`src/rtl/dl_load_arbiter.sv`:
```
// -----------------------------------------------------------------------------
// dl_load_arbiter
//   Multi-core data-load controller between NUM_CORES core load ports and one
//   wide-row data memory. Pending requests are arbitrated round-robin. One
//   memory row is read per access. Each granted core receives its WORD_W word
//   from the returned row, together with a one-cycle done pulse.
//
//   Optional feature macro: DL_ROW_MERGE_EN
//     defined   : every pending core that addresses the leader's row is served
//                 by the same memory access.
//     undefined : only the leader is served per access.
//
// Ports
//   clk        in   1                  clock, rising edge
//   rst        in   1                  synchronous reset, active-high
//   mr         in   NUM_CORES          per-core read request, held until done
//   maddr      in   NUM_CORES*ADDR_W   per-core word address, core i at [i*ADDR_W +: ADDR_W]
//   mem_read   out  1                  data-memory read strobe
//   mem_addr   out  ADDR_W             row address (word address >> SEL_W)
//   mem_rdata  in   ROW_W              row data, valid the cycle after mem_read
//   dout       out  NUM_CORES*WORD_W   per-core returned word, held until next done
//   done       out  NUM_CORES          one-cycle pulse per core, dout slice valid
// -----------------------------------------------------------------------------
module dl_load_arbiter #(
    parameter int NUM_CORES     = 4,
    parameter int WORD_W        = 16,
    parameter int WORDS_PER_ROW = 4,
    parameter int ADDR_W        = 16
) (
    input  logic                            clk,
    input  logic                            rst,
    input  logic [NUM_CORES-1:0]            mr,
    input  logic [NUM_CORES*ADDR_W-1:0]     maddr,
    output logic                            mem_read,
    output logic [ADDR_W-1:0]               mem_addr,
    input  logic [WORD_W*WORDS_PER_ROW-1:0] mem_rdata,
    output logic [NUM_CORES*WORD_W-1:0]     dout,
    output logic [NUM_CORES-1:0]            done
);

    localparam int ROW_W   = WORD_W * WORDS_PER_ROW;
    localparam int SEL_W   = $clog2(WORDS_PER_ROW);
    localparam int RADDR_W = ADDR_W - SEL_W;
    localparam int IDX_W   = $clog2(NUM_CORES);

    typedef enum logic [1:0] {
        IDLE    = 2'd0,
        ISSUE   = 2'd1,
        CAPTURE = 2'd2
    } state_t;

    state_t                 state_reg;
    logic [IDX_W-1:0]       rr_ptr_reg;
    logic [IDX_W-1:0]       leader_reg;
    logic [NUM_CORES-1:0]   grant_reg;
    logic [SEL_W-1:0]       sel_reg [NUM_CORES];

    logic [NUM_CORES-1:0]   pend;
    logic [RADDR_W-1:0]     core_row [NUM_CORES];
    logic [SEL_W-1:0]       core_sel [NUM_CORES];
    logic [WORD_W-1:0]      row_words [WORDS_PER_ROW];
    logic [IDX_W-1:0]       leader_next;
    logic [NUM_CORES-1:0]   grant_next;
    logic [IDX_W-1:0]       rr_ptr_next;

    // A core in its done cycle is not pending; if it keeps mr high it is
    // treated as a fresh request on the following cycle.
    assign pend = mr & ~done;

    // Split each core address into row and word-select fields.
    generate
        for (genvar gi = 0; gi < NUM_CORES; gi++) begin : g_core
            assign core_row[gi] = maddr[gi*ADDR_W + SEL_W +: RADDR_W];
            assign core_sel[gi] = maddr[gi*ADDR_W +: SEL_W];
        end
    endgenerate

    // Word 0 occupies the most-significant WORD_W bits of the row.
    generate
        for (genvar gi = 0; gi < WORDS_PER_ROW; gi++) begin : g_word
            assign row_words[gi] = mem_rdata[ROW_W-1-gi*WORD_W -: WORD_W];
        end
    endgenerate

    // Round-robin leader: first pending core at or after rr_ptr, wrapping.
    always_comb begin
        int   idx;
        logic found;
        leader_next = rr_ptr_reg;
        found       = 1'b0;
        for (int off = 0; off < NUM_CORES; off++) begin
            idx = int'(rr_ptr_reg) + off;
            if (idx >= NUM_CORES) begin
                idx = idx - NUM_CORES;
            end
            if (!found && pend[idx]) begin
                leader_next = IDX_W'(idx);
                found       = 1'b1;
            end
        end
    end

    // Grant mask for the access that starts this cycle.
    always_comb begin
        grant_next = '0;
`ifdef DL_ROW_MERGE_EN
        for (int i = 0; i < NUM_CORES; i++) begin
            grant_next[i] = pend[i] && (core_row[i] == core_row[leader_next]);
        end
`else
        grant_next[leader_next] = 1'b1;
`endif
    end

    assign rr_ptr_next = (leader_reg == IDX_W'(NUM_CORES-1)) ? '0 : leader_reg + IDX_W'(1);

    always_ff @(posedge clk) begin
        if (rst) begin
            state_reg  <= IDLE;
            mem_read   <= 1'b0;
            mem_addr   <= '0;
            dout       <= '0;
            done       <= '0;
            rr_ptr_reg <= '0;
            leader_reg <= '0;
            grant_reg  <= '0;
            for (int i = 0; i < NUM_CORES; i++) begin
                sel_reg[i] <= '0;
            end
        end else begin
            done <= '0;
            case (state_reg)
                IDLE: begin
                    if (|pend) begin
                        // Everything needed for the access is latched here so
                        // later changes on mr/maddr cannot disturb it.
                        leader_reg <= leader_next;
                        grant_reg  <= grant_next;
                        for (int i = 0; i < NUM_CORES; i++) begin
                            sel_reg[i] <= core_sel[i];
                        end
                        mem_read   <= 1'b1;
                        mem_addr   <= {{SEL_W{1'b0}}, core_row[leader_next]};
                        state_reg  <= ISSUE;
                    end
                end
                ISSUE: begin
                    mem_read  <= 1'b0;
                    state_reg <= CAPTURE;
                end
                CAPTURE: begin
                    for (int i = 0; i < NUM_CORES; i++) begin
                        if (grant_reg[i]) begin
                            dout[i*WORD_W +: WORD_W] <= row_words[sel_reg[i]];
                            done[i]                  <= 1'b1;
                        end
                    end
                    rr_ptr_reg <= rr_ptr_next;
                    state_reg  <= IDLE;
                end
                default: begin
                    mem_read  <= 1'b0;
                    state_reg <= IDLE;
                end
            endcase
        end
    end

endmodule
```
`config.mk`:
```
export PLATFORM = sky130hd
export DESIGN_NAME = dl_load_arbiter
export DESIGN_NICKNAME = d
export VERILOG_FILES = /design/src/rtl/dl_load_arbiter.sv
export SDC_FILE = /design/constraint.sdc
export NUM_CORES = 1
export LEC_CHECK = 0
export ABC_CLOCK_PERIOD_IN_PS = 4200
export CORE_MARGIN = 2
export CORE_UTILIZATION = 48
export DETAILED_ROUTE_END_ITERATION = 7
export PLACE_DENSITY = 0.88
export SYNTH_ARGS = -nofsm -noshare
export SYNTH_HDL_FRONTEND = slang
export SYNTH_SLANG_ARGS = --single-unit
```
`constraint.sdc`:
```
create_clock -name clk -period 4.2 [get_ports clk]
set_input_delay 0.63 -clock clk [delete_from_list [all_inputs] [get_ports clk]]
set_output_delay 0.63 -clock clk [all_outputs]
set_load 0.05 [all_outputs]
```
# [After elaboration in Yosys (flattened, before gate mapping)]
# Memories as Yosys holds them, arrays and structs flattened.
# Index checks and enable logic that the tools add are counted.
[classes] addsub=8 n_lt_le_gt_ge=15 n_eq_ne=4 mux=59 bitwise_logic=12 n_reduce_logical=16
[op_table] cell="binary-select mux 16 bit (select 2 bit)" n=4
[op_table] cell="less-than comparator 32 x 4 -> 1 bit (second input constant)" n=4
[op_table] cell="2-to-1 mux 16 bit" n=8
[op_table] cell="2-to-1 mux 32 bit" n=4
[op_table] cell="binary-select mux 14 bit (select 2 bit)" n=1
[op_table] cell="2-to-1 mux 14 bit" n=2
[op_table] cell=">= comparator 3 bit (second input constant)" n=8
[op_table] cell="2-to-1 mux 1 bit" n=23
[op_table] cell="2-to-1 mux 2 bit" n=10
[op_table] cell="NOT 2 -> 3 bit" n=5
[op_table] cell="AND reduction 2 bit" n=6
[op_table] cell="subtractor 3 x 3 -> 4 bit (second input constant)" n=3
[op_table] cell="binary-select mux 1 bit (select 2 bit)" n=4
[op_table] cell="adder 2 x 2 -> 3 bit (second input constant)" n=2
[op_table] cell="bitwise AND 4 bit" n=1
[op_table] cell="== test 2 bit (second input constant)" n=2
[op_table] cell="logical AND 1 bit" n=4
[op_table] cell="NOT 4 bit" n=1
[op_table] cell="bitwise OR 1 bit" n=4
[op_table] cell="one-hot mux 2 bit (2 select lines)" n=1
[op_table] cell="OR reduction 4 bit" n=1
[op_table] cell="subtractor 2 x 3 -> 4 bit (second input constant)" n=1
[op_table] cell="adder 2 x 1 -> 3 bit (second input constant)" n=1
[op_table] cell=">= comparator 2 x 3 -> 1 bit (second input constant)" n=1
[op_table] cell="11 further kinds" n=13
[totals] register_bits=93 ramBits=8 in_bits=134 output_inout_bits=85 memories=1
[memory_table] name="sel_reg" depth=4 width=2 rd=4 rd_clocked_by_memory_dff=0 wr=4 line_no="56" source="logic [SEL_W-1:0] sel_reg [NUM_CORES];"

# [Longest topological paths before layout]
# Gate-level depths: netlist (run 1).
[depth] word_depth=19 ltp_mapped=8 depth_no_buf=6

# [Least setup slack after synthesis (run 1)]
# No wires, ideal clock.
[synth_timing] path_kind="input to register" from="input port mr[1]" to="register mem_addr[1]" setup_time_ns=0.117 arrival_ns=2.011 required_time_ns=4.083 slack_ns=2.072 cell_stages=7 path_buffers=1 path_cell_list="nor2b_4 > or3_4 > o211a_4 > buf_6 > and3_4 > a211o_1 > a22o_1"
[synth_via] elab_chain_cells=18 word_cells_on_any_way=32
[synth_lines] element="start, declared" line_no="32" source="input logic [NUM_CORES-1:0] mr,"
[synth_lines] element="bitwise AND 4 bit (*)" line_no="68" source="assign pend = mr & ~done;"
[synth_lines] element="binary-select mux 1 bit (select 2 bit)" line_no="96" source="if (!found && pend[idx]) begin"
[synth_lines] element="2-to-1 mux 1 bit (not written as such) (2 in a row)" line_no="96"
[synth_lines] element="2-to-1 mux 1 bit" line_no="96"
[synth_lines] element="logical NOT 1 bit" line_no="96"
[synth_lines] element="logical AND 1 bit" line_no="96"
[synth_lines] element="2-to-1 mux 1 bit" line_no="96"
[synth_lines] element="logical NOT 1 bit" line_no="96"
[synth_lines] element="logical AND 1 bit" line_no="96"
[synth_lines] element="2-to-1 mux 1 bit" line_no="96"
[synth_lines] element="logical NOT 1 bit" line_no="96"
[synth_lines] element="logical AND 1 bit" line_no="96"
[synth_lines] element="2-to-1 mux 2 bit" line_no="96"
[synth_lines] element="NOT 2 -> 3 bit (not written as such)" line_no="143" source="mem_addr <= {{SEL_W{1'b0}}, core_row[leader_next]};"
[synth_lines] element="binary-select mux 14 bit (select 2 bit)" line_no="143"
[synth_lines] element="2-to-1 mux 14 bit (not written as such) (2 in a row)" line_no="143"
[synth_lines] element="end signal, assigned" line_no="143"
[synth_lines] element="end, declared" line_no="35" source="output logic [ADDR_W-1:0] mem_addr,"
# Every way passes the cells marked *; elsewhere a longest branch is shown, timed or not. The select of a mux whose other input is x is not followed.
# A chain may end at the register's enable or synchronous reset.

# [Final worst setup path (run 1)]
[layout_timing] from="input port mr[3]" to="register mem_addr[0]"
# The elaborated chain is that of the path after synthesis.

==> results of run 1 <==
[per-layer routing]
| layer | part of all wire | GRT usage | up-vias |
|---|---|---|---|
| li1 | - | - | 2435 |
| met1 | 0.38 | 0.3696 | 2622 |
| met2 | 0.49 | 0.4970 | 346 |
| met3 | 0.095 | 0.06210 | 51 |
| met4 | 0.038 | 0.1333 | 0 |
| met5 | 0 | 0 | - |
[final timing paths]
kind	startpoint	to	slack, ps	depth (start not counted)
max	mr[3]	mem_addr[0]	1410	7
max reg2reg	done[1]	mem_addr[5]	1810	6
min	state_reg[1]	state_reg[1]	440	1
min reg2reg	state_reg[1]	state_reg[1]	440	1
[per-stage QoR]
step,power [uW],hold slack [ps],cells,utilization
4_1_cts,2639,441.5,889,0.7030
3_3_place_gp,1777,426.8,875,0.6770
2_1_floorplan,1531,414.4,570,-
6_report,2637,441.3,889,0.7030
5_1_grt,2728,468.4,889,0.7030
3_5_place_dp,1794,432.2,875,0.6770
[synth_stat cells, types with 5 or more instances]
master	number
nand2_1	139
dfxtp_1	93
a21oi_1	67
mux4_2	64
clkbuf_1	36
o21ai_0	16
buf_2	15
a211o_1	14
a22o_1	14
a31oi_1	14
nand3_1	14
and2_1	13
nor2_1	12
and3_4	9
edfxtp_1	8
and3_1	5
[power breakdown]
part	switching (uW)	internal [uW]	total, uW	leakage [uW]
logic	292	375	667	0.00170
clock network	367	490	857	0.000145
registers	98.8	1010	1110	0.000843
total	758	1880	2640	0.00269
[worst reg2reg max path: cells and delay by family (launching register included)]
kind	cells	cell delay, ps
flip-flops	1	390
AND/OR/NAND/NOR	1	70
AO/OA/AOI/OAI	5	1870
[area by class of cell]
type / instances / area (sq um) / area share
flip-flops and latches: 101 / 2102 / 0.2607
clock inverters: 4 / 47.55 / 0.005898
well taps: 143 / 178.9 / 0.02219
clock buffers: 10 / 250.2 / 0.03104
repair buffers: 218 / 2172 / 0.2694
multi-input cells: 409 / 3296 / 0.4088
inverters: 4 / 15.01 / 0.001862
[kinds of logic (layout without fill, tap and decap cells)]
kind of cell | after synthesis | count (layout) | share of synthesized area
flip-flops | 101 | 101 | 0.3713
AND/OR/NAND/NOR | 206 | 206 | 0.1735
adder cells (fa/ha/maj) | 1 | 1 | 0.002210
buffers and inverters | 60 | 236 | 0.04729
multiplexers | 64 | 64 | 0.2546
AO/OA/AOI/OAI | 136 | 136 | 0.1505
other | 1 | 2 | 0.0006623
[placed cells by master, fill, tap and decap left out, types with 3 or more instances in the layout]
cell	count
clkdlybuf4s50_1	215
nand2_1	139
dfxtp_1	93
a21oi_1	67
mux4_2	64
o21ai_0	16
nand3_1	14
a31oi_1	14
a211o_1	14
a22o_1	14
and2_1	13
nor2_1	12
clkbuf_16	10
and3_4	9
edfxtp_1	8
and3_1	5
inv_1	4
nor3_1	3
==> run_results.csv, run 1 <==
group,metric,value,unit
timing,relSlewSlack,0.1715,
placement,io_buffer_count,216,
floorplanning,core-area,0.01147,sq mm
clock_tree,path_clk_slew,70,ps
timing,slew_viol_final,0,
timing,fin_worst_skew,5.026,ps
run_status,outcome,"finished, final reports clean",
synthesis,ys_top_cells_by_area,"dfxtp_1 (33%), mux4_2 (25%), nand2_1 (9.2%), a21oi_1 (5.9%), edfxtp_1 (4.2%)",
clock_tree,cts_setup_buffers,0,
finish,syn2layout_area_growth,42.39,%
clock_tree,cts_root_buffer,"clkbuf_16",
global_routing,grt_pass1_vias,5406,
power,powerDensity,327.1,mW/mm^2
route,ant_nets,0,
synthesis,netlist_instances,569,
clock_tree,cts_resized,0,
clock_tree,ctsHoldBuffers,0,
synthesis,ys_seq_area_frac,0.3713,
worst_setup_path,cp_num_buf_inv,1,
timing,worst_pin_slew,1241,ps
route,vias,5454,
route,routed_wl,19000,um
synthesis,synth-edff-count,8,
floorplanning,start_util,0.4937,
route,firstDrtPassIters,5,
worst_setup_path,cp-start-kind,"input pin",
floorplanning,dieHeight,112.6,um
clock_tree,cts_buffers,9,
floorplanning,die-area,0.01268,sq mm
global_routing,overflow,0,
power,leakagePower,0.002691,uW
finish,drive_gt1_frac,0.1340,
placement,placed_area,0.007764,sq mm
timing,max_clock_freq,358.3,MHz
worst_setup_path,critical_path.max_stage_delay,710,ps
route,drc,0,
timing,min_period,2791,ps
synthesis,ys_warn_count,0,
floorplanning,pin_count,219,
synthesis,synth-async-reset-ratio,0,
worst_setup_path,path_max_fanout,29,
synthesis,synth_ff_type,"dfxtp_1",
synthesis,syn_area,0.005662,sq mm
global_routing,antenna_found_initial,0,
placement,place_congestion,0.9215,
floorplanning,row_count,39,
timing,finalHoldViolations,0,
global_routing,grt_pass1_wl,29150,um
worst_setup_path,crit_family,"simple AND/OR/NAND/NOR gates",
worst_setup_path,crit_chain,"clkdlybuf4s50_1 > nor2b_4 > o22ai_1 > nand2_1 > nand2_4 > a211o_1 > a22o_1",
min_path,hp-class,"reg -> reg",
worst_setup_path,crit_required,4440,ps
synthesis,avgSynthCellArea,9.950,sq um
global_routing,grt_max_degree,74,
timing,fin_tns_setup,0,ps
power,ir_drop,185.4,uV
finish,diodes,0,
clock_tree,cts_tree,"built",
placement,dp_hpwl,13590,um
worst_setup_path,crit_type,"in -> reg",
synthesis,ys_types,40,
clock_tree,cts_buffer_depth,2,
floorplanning,die_width,112.6,um
clock_tree,clk_latency,350,ps
timing,setup_ws,1409,ps
route,via_per_inst,6.135,
timing,setup_viol,0,
finish,final_nets,878,
run,max_cap_viol_count,0,
placement,dp_slack,1089,ps
synthesis,synth_top_cell_area_share,0.3288,
clock_tree,cts_sinks,101,
synthesis,yosysTopAreaCell,"dfxtp_1",
synthesis,ys_seq_elements,101,
finish,fin_area,0.008061,sq mm
timing,period_share,0.6645,
global_routing,gr-usage-all-layers,0.2963,
worst_setup_path,end_kind,"flop",
finish,largest_reg_flops,64,
worst_setup_path,worstPathArrival,3030,ps
route,routedWlPerCell,21.37,um
worst_setup_path,slowest_stage,"nand2_1",
timing,rsz0062_at_grt,"false",
route,drt_iter0_drc,600,
clock_tree,h-tree-depth,3,
finish,fillers,859,
Note: power is estimated with default switching activity, not from simulation.
==> run 2: changes to the inputs <==
Settings changed: ABC_CLOCK_PERIOD_IN_PS 4200 to 2500, CORE_UTILIZATION 48 to 40, PLACE_DENSITY 0.88 to 0.78.
Clock period 4.2 ns to 2.5 ns, I/O delays scaled along.
==> run_results.csv, run 2 (same netlist as run 1, synthesis figures left out) <==
group,metric,value,unit
run_status,outcome,"finished, final reports clean",
clock_tree,cts_buffers,9,
placement,place_congestion,0.9063,
timing,slew_viol_final,0,
clock_tree,cts_root_buffer,"clkbuf_16",
timing,min_period,2120,ps
timing,period_share,0.8481,
timing,hold_slack,445.6,ps
power,ir_drop,401.8,uV
worst_setup_path,end_kind,"flop",
power,finalPower,4466,uW
clock_tree,cts_setup_buffers,0,
worst_setup_path,worstRegToRegCells,4,
global_routing,antenna_found_initial,0,
finish,final_cell_mix,"clkdlybuf4s50_1 (215), nand2_1 (139), dfxtp_1 (93)",
finish,multi_input_area,0.003296,sq mm
route,ant_nets,0,
run,max_cap_viol_count,0,
worst_setup_path,crit_chain,"clkdlybuf4s50_1 > nor2b_4 > o22a_2 > o211a_4 > nand2_4 > a211o_1 > a22o_1",
worst_setup_path,path_max_fanout,29,
finish,layout_commonest_cell,"clkdlybuf4s50_1",
floorplanning,start_util,0.4095,
finish,largest_reg_flops,64,
power,p_int,3216,uW
floorplanning,die-area,0.01512,sq mm
finish,fin_util,0.5974,
clock_tree,cts_resized,0,
placement,placedCellCount,927,
route,routed_wl,18340,um
timing,max_clock_freq,471.7,MHz
worst_setup_path,crit_required,2740,ps
worst_setup_path,worstPathArrival,2360,ps
clock_tree,cts_tree,"built",
global_routing,grt_pass1_wl,27640,um
timing,fin_tns_setup,0,ps
power,powerDensity,540.6,mW/mm^2
worst_setup_path,crit_type,"in -> reg",
power,leakagePower,0.002779,uW
global_routing,gr-usage-all-layers,0.2402,
placement,io_buffer_count,216,
route,routedWlPerCell,19.45,um
finish,fillers,1129,
floorplanning,row_count,43,
route,firstDrtPassIters,5,
clock_tree,cts_buffer_depth,2,
timing,rsz0062_at_grt,"false",
timing,fin_worst_skew,7.706,ps
worst_setup_path,cp-start-kind,"input pin",
clock_tree,clk_latency,340,ps
finish,final-seq-area,0.002102,sq mm
route,drt_iter0_drc,460,
floorplanning,pin_count,219,
route,via_per_inst,5.682,
power,p_sw_frac,0.2799,
global_routing,overflow,0,
power,combPwrFrac,0.270,
worst_setup_path,cp_num_cells,7,
timing,relSlewSlack,0.4388,
worst_setup_path,slowest_stage,"clkdlybuf4s50_1",
power,seqPwrFrac,0.405,
placement,dp_hpwl,13580,um
worst_setup_path,crit_family,"compound AO/OA/AOI/OAI gates",
floorplanning,die_width,123.0,um
worst_setup_path,cp_num_buf_inv,1,
finish,final_nets,893,
worst_setup_path,critical_path.max_stage_delay,470,ps
clock_tree,ctsHoldBuffers,0,
timing,setup_viol,0,
power,p_clk_frac,0.325,
global_routing,grt_pass1_vias,5252,
finish,finalNonFillerCells,943,
route,vias,5358,
floorplanning,core-area,0.01383,sq mm
clock_tree,path_clk_slew,70,ps
min_path,min_path_cells,1,
finish,syn2layout_area_growth,45.90,%
finish,diodes,0,
power,p_switching,1250,uW
timing,worst_pin_slew,841.8,ps
global_routing,grt_max_degree,73,
clock_tree,cts_sinks,101,
timing,finalHoldViolations,0,
min_path,hp-class,"reg -> reg",
route,drc,0,
finish,drive_gt1_frac,0.1520,
floorplanning,dieHeight,123.0,um
clock_tree,h-tree-depth,3,
==> run 2: worst reg2reg max path, stage by stage (launching register included) <==
cell,delay (ps)
dfxtp_1,350
nor2b_1,610
nand2_1,640
nand2_1,240
a21oi_1,90
==> run 2: power groups by stage <==
stage	logic (uW)	clock network, uW	registers, uW
CTS	1210	1490	1810
global route	1280	1540	1820
floorplan	655	0	1920
detailed placement	1200	0	1840
global placement	1170	0	1840
finish	1210	1450	1810
==> run 2: metrics by stage <==
| step | setup slack, ps | cell area (sq um) |
|---|---|---|
| 2_1_floorplan | 382.1 | 5665 |
| 3_3_place_gp | 127.5 | 7948 |
| 3_5_place_dp | 22.81 | 7948 |
| 4_1_cts | 392.0 | 8260 |
| 5_1_grt | 236.5 | 8260 |
| 6_report | 379.8 | 8260 |
==> run 2: cell type report <==
type,instances,share of cell area
Inverter,4,0.001818
Timing Repair Buffer,233,0.2796
Clock buffer,13,0.03272
Multi-Input combinational cell,409,0.3990
Clock inverter,3,0.005150
Sequential cell,101,0.2545
Tap cell,180,0.02726
==> run 2: routing by layer <==
metal	GRT usage	routed length, um	vias to the layer above
li1	-	-	2462
met1	0.3099	7409	2541
met2	0.4033	8884	324
met3	0.05996	1760	31
met4	0.06605	288	0
met5	0	0	-
==> run 2: worst paths after layout <==
path	start	endpoint	slack [ps]
hold / removal	state_reg[1]	state_reg[1]	450
hold reg to reg	state_reg[1]	state_reg[1]	450
setup / recovery	mr[3]	mem_addr[7]	380
setup reg to reg	state_reg[1]	dout[20]	430
==> patch, RTL diff (settings of run 2) <==
Make the reset (`rst`) asynchronous in one clocked block. Comments in the files are not updated.
--- a/src/rtl/dl_load_arbiter.sv
+++ b/src/rtl/dl_load_arbiter.sv
@@ -115,5 +115,5 @@
     assign rr_ptr_next = (leader_reg == IDX_W'(NUM_CORES-1)) ? '0 : leader_reg + IDX_W'(1);
 
-    always_ff @(posedge clk) begin
+    always_ff @(posedge clk or posedge rst) begin
         if (rst) begin
             state_reg  <= IDLE;
Check against the original RTL: differs if rst is asserted again (counterexample within 4 cycles, from zero or initial values and one cycle with rst high); with rst held inactive, the same outputs for 4 cycles.
==> patch against run 2 <==
Count of clock-buffer cells in the layout down 4; global-route usage fell by 0.79 points; sequential cell count unchanged; synthesized area increased by 3.3%; routed wire length is 3.3% lower; critical endpoint is now mem_addr[12]; design area increased by 5.3%; utilization rose by 0.57 points; first-iteration DRC count down 45%; setup slack worse by 0.11 ns.
Power is not compared: it rests on default switching activity, and its combinational part moved more than twofold at a synthesized area within 25%.
==> patch: results <==
[run_status]
status = "complete, no violations"

[routing]
avgRoutedWirePerCell_um = 21.1
vias_per_cell = 5.60
via_count = 4707

[final_layout]
inverters = 8
multi_input_area_um2 = 3120
buffers = 250
drive_gt1_share_pct = 29.2
nMultiInputCombCells = 282
final_nets = 787
clock_area_share_pct = 3.58
bufAreaShareNonClock_pct = 28.5
seq_area_um2 = 2530
fin_area_um2 = 8700
fill_cells = 1093

[synth]
ys_top_cells_by_count = "101 x dfrtp_1, 66 x mux2_2, 64 x mux4_2, 49 x nand2_1, 17 x clkbuf_1"
syn_avg_cell_area_um2 = 13.7
synth_area_leaders = "dfrtp_1 43%, mux4_2 25%, mux2_2 13%, nand2_1 3.1%, mux2_4 1.5%"
ys_types = 36
seq_area_frac_synth_pct = 43.2

[placed_design]
place_congestion = 0.969
dpl.hpwl_um = 13100
dp_slack_ns = -0.125
placed_cells = 825
detailed_place.area_um2 = 8390

[grt]
grt_usage_pct = 23.2
grt_pass1_wl_um = 28200
grt_pass1_vias = 5179

[critical_path]
r2r_start = "rr_ptr_reg[0]"
worstSetupStartpoint = "mr[0]"
crit_fanout = 9
crit_family = "buffers and inverters"
cp_data_arrival_time_ns = 2.46
cpPeakStageDelay_ns = 0.50
r2r_cells = 7
rrSetupSlack_ns = 0.30

[sta]
max_slew_margin_pct = 59.3
clock_skew_ns = 0.00706
holdWs_ns = 0.439

[worst_hold_path]
hp-class = "in2async"

[power]
pg_seq_uw = 3100
[patch: worst register-to-register path, delay by kind of cell, from the launching register on]
kind	cells	cell delay [ns]
muxes	1	0.31
buffers and inverters	1	0.26
DFF	1	0.51
and+or+nand+nor	2	0.37
AOI/OAI and AO/OA	3	0.62
[patch: worst max path at each step]
stage | to | slack (ns)
after global routing | mem_addr[6] | 0.08
after CTS | mem_addr[12] | 0.25
final | mem_addr[12] | 0.27
after detailed placement | mem_addr[8] | -0.12
after floorplan | mem_addr[12] | 0.33
after global placement | mem_addr[8] | 0.0003
[patch: logic make-up (layout without fill, tap and decap cells)]
family,Yosys count,in the layout,synth area share [%]
other cells,1,2,0.0641
flops,101,101,43.2
mux,143,143,40.2
buf+inv,44,274,3.62
compound gates,50,50,6.14
simple gates,86,86,6.59
fa+ha+maj,1,1,0.214
[patch: metal layers]
metal	up-vias	global-route usage (%)	wire length, µm
li1	2083	-	-
met1	2333	29.0	6950
met2	257	39.6	8850
met3	34	5.46	1490
met4	0	8.69	435
met5	-	0	0
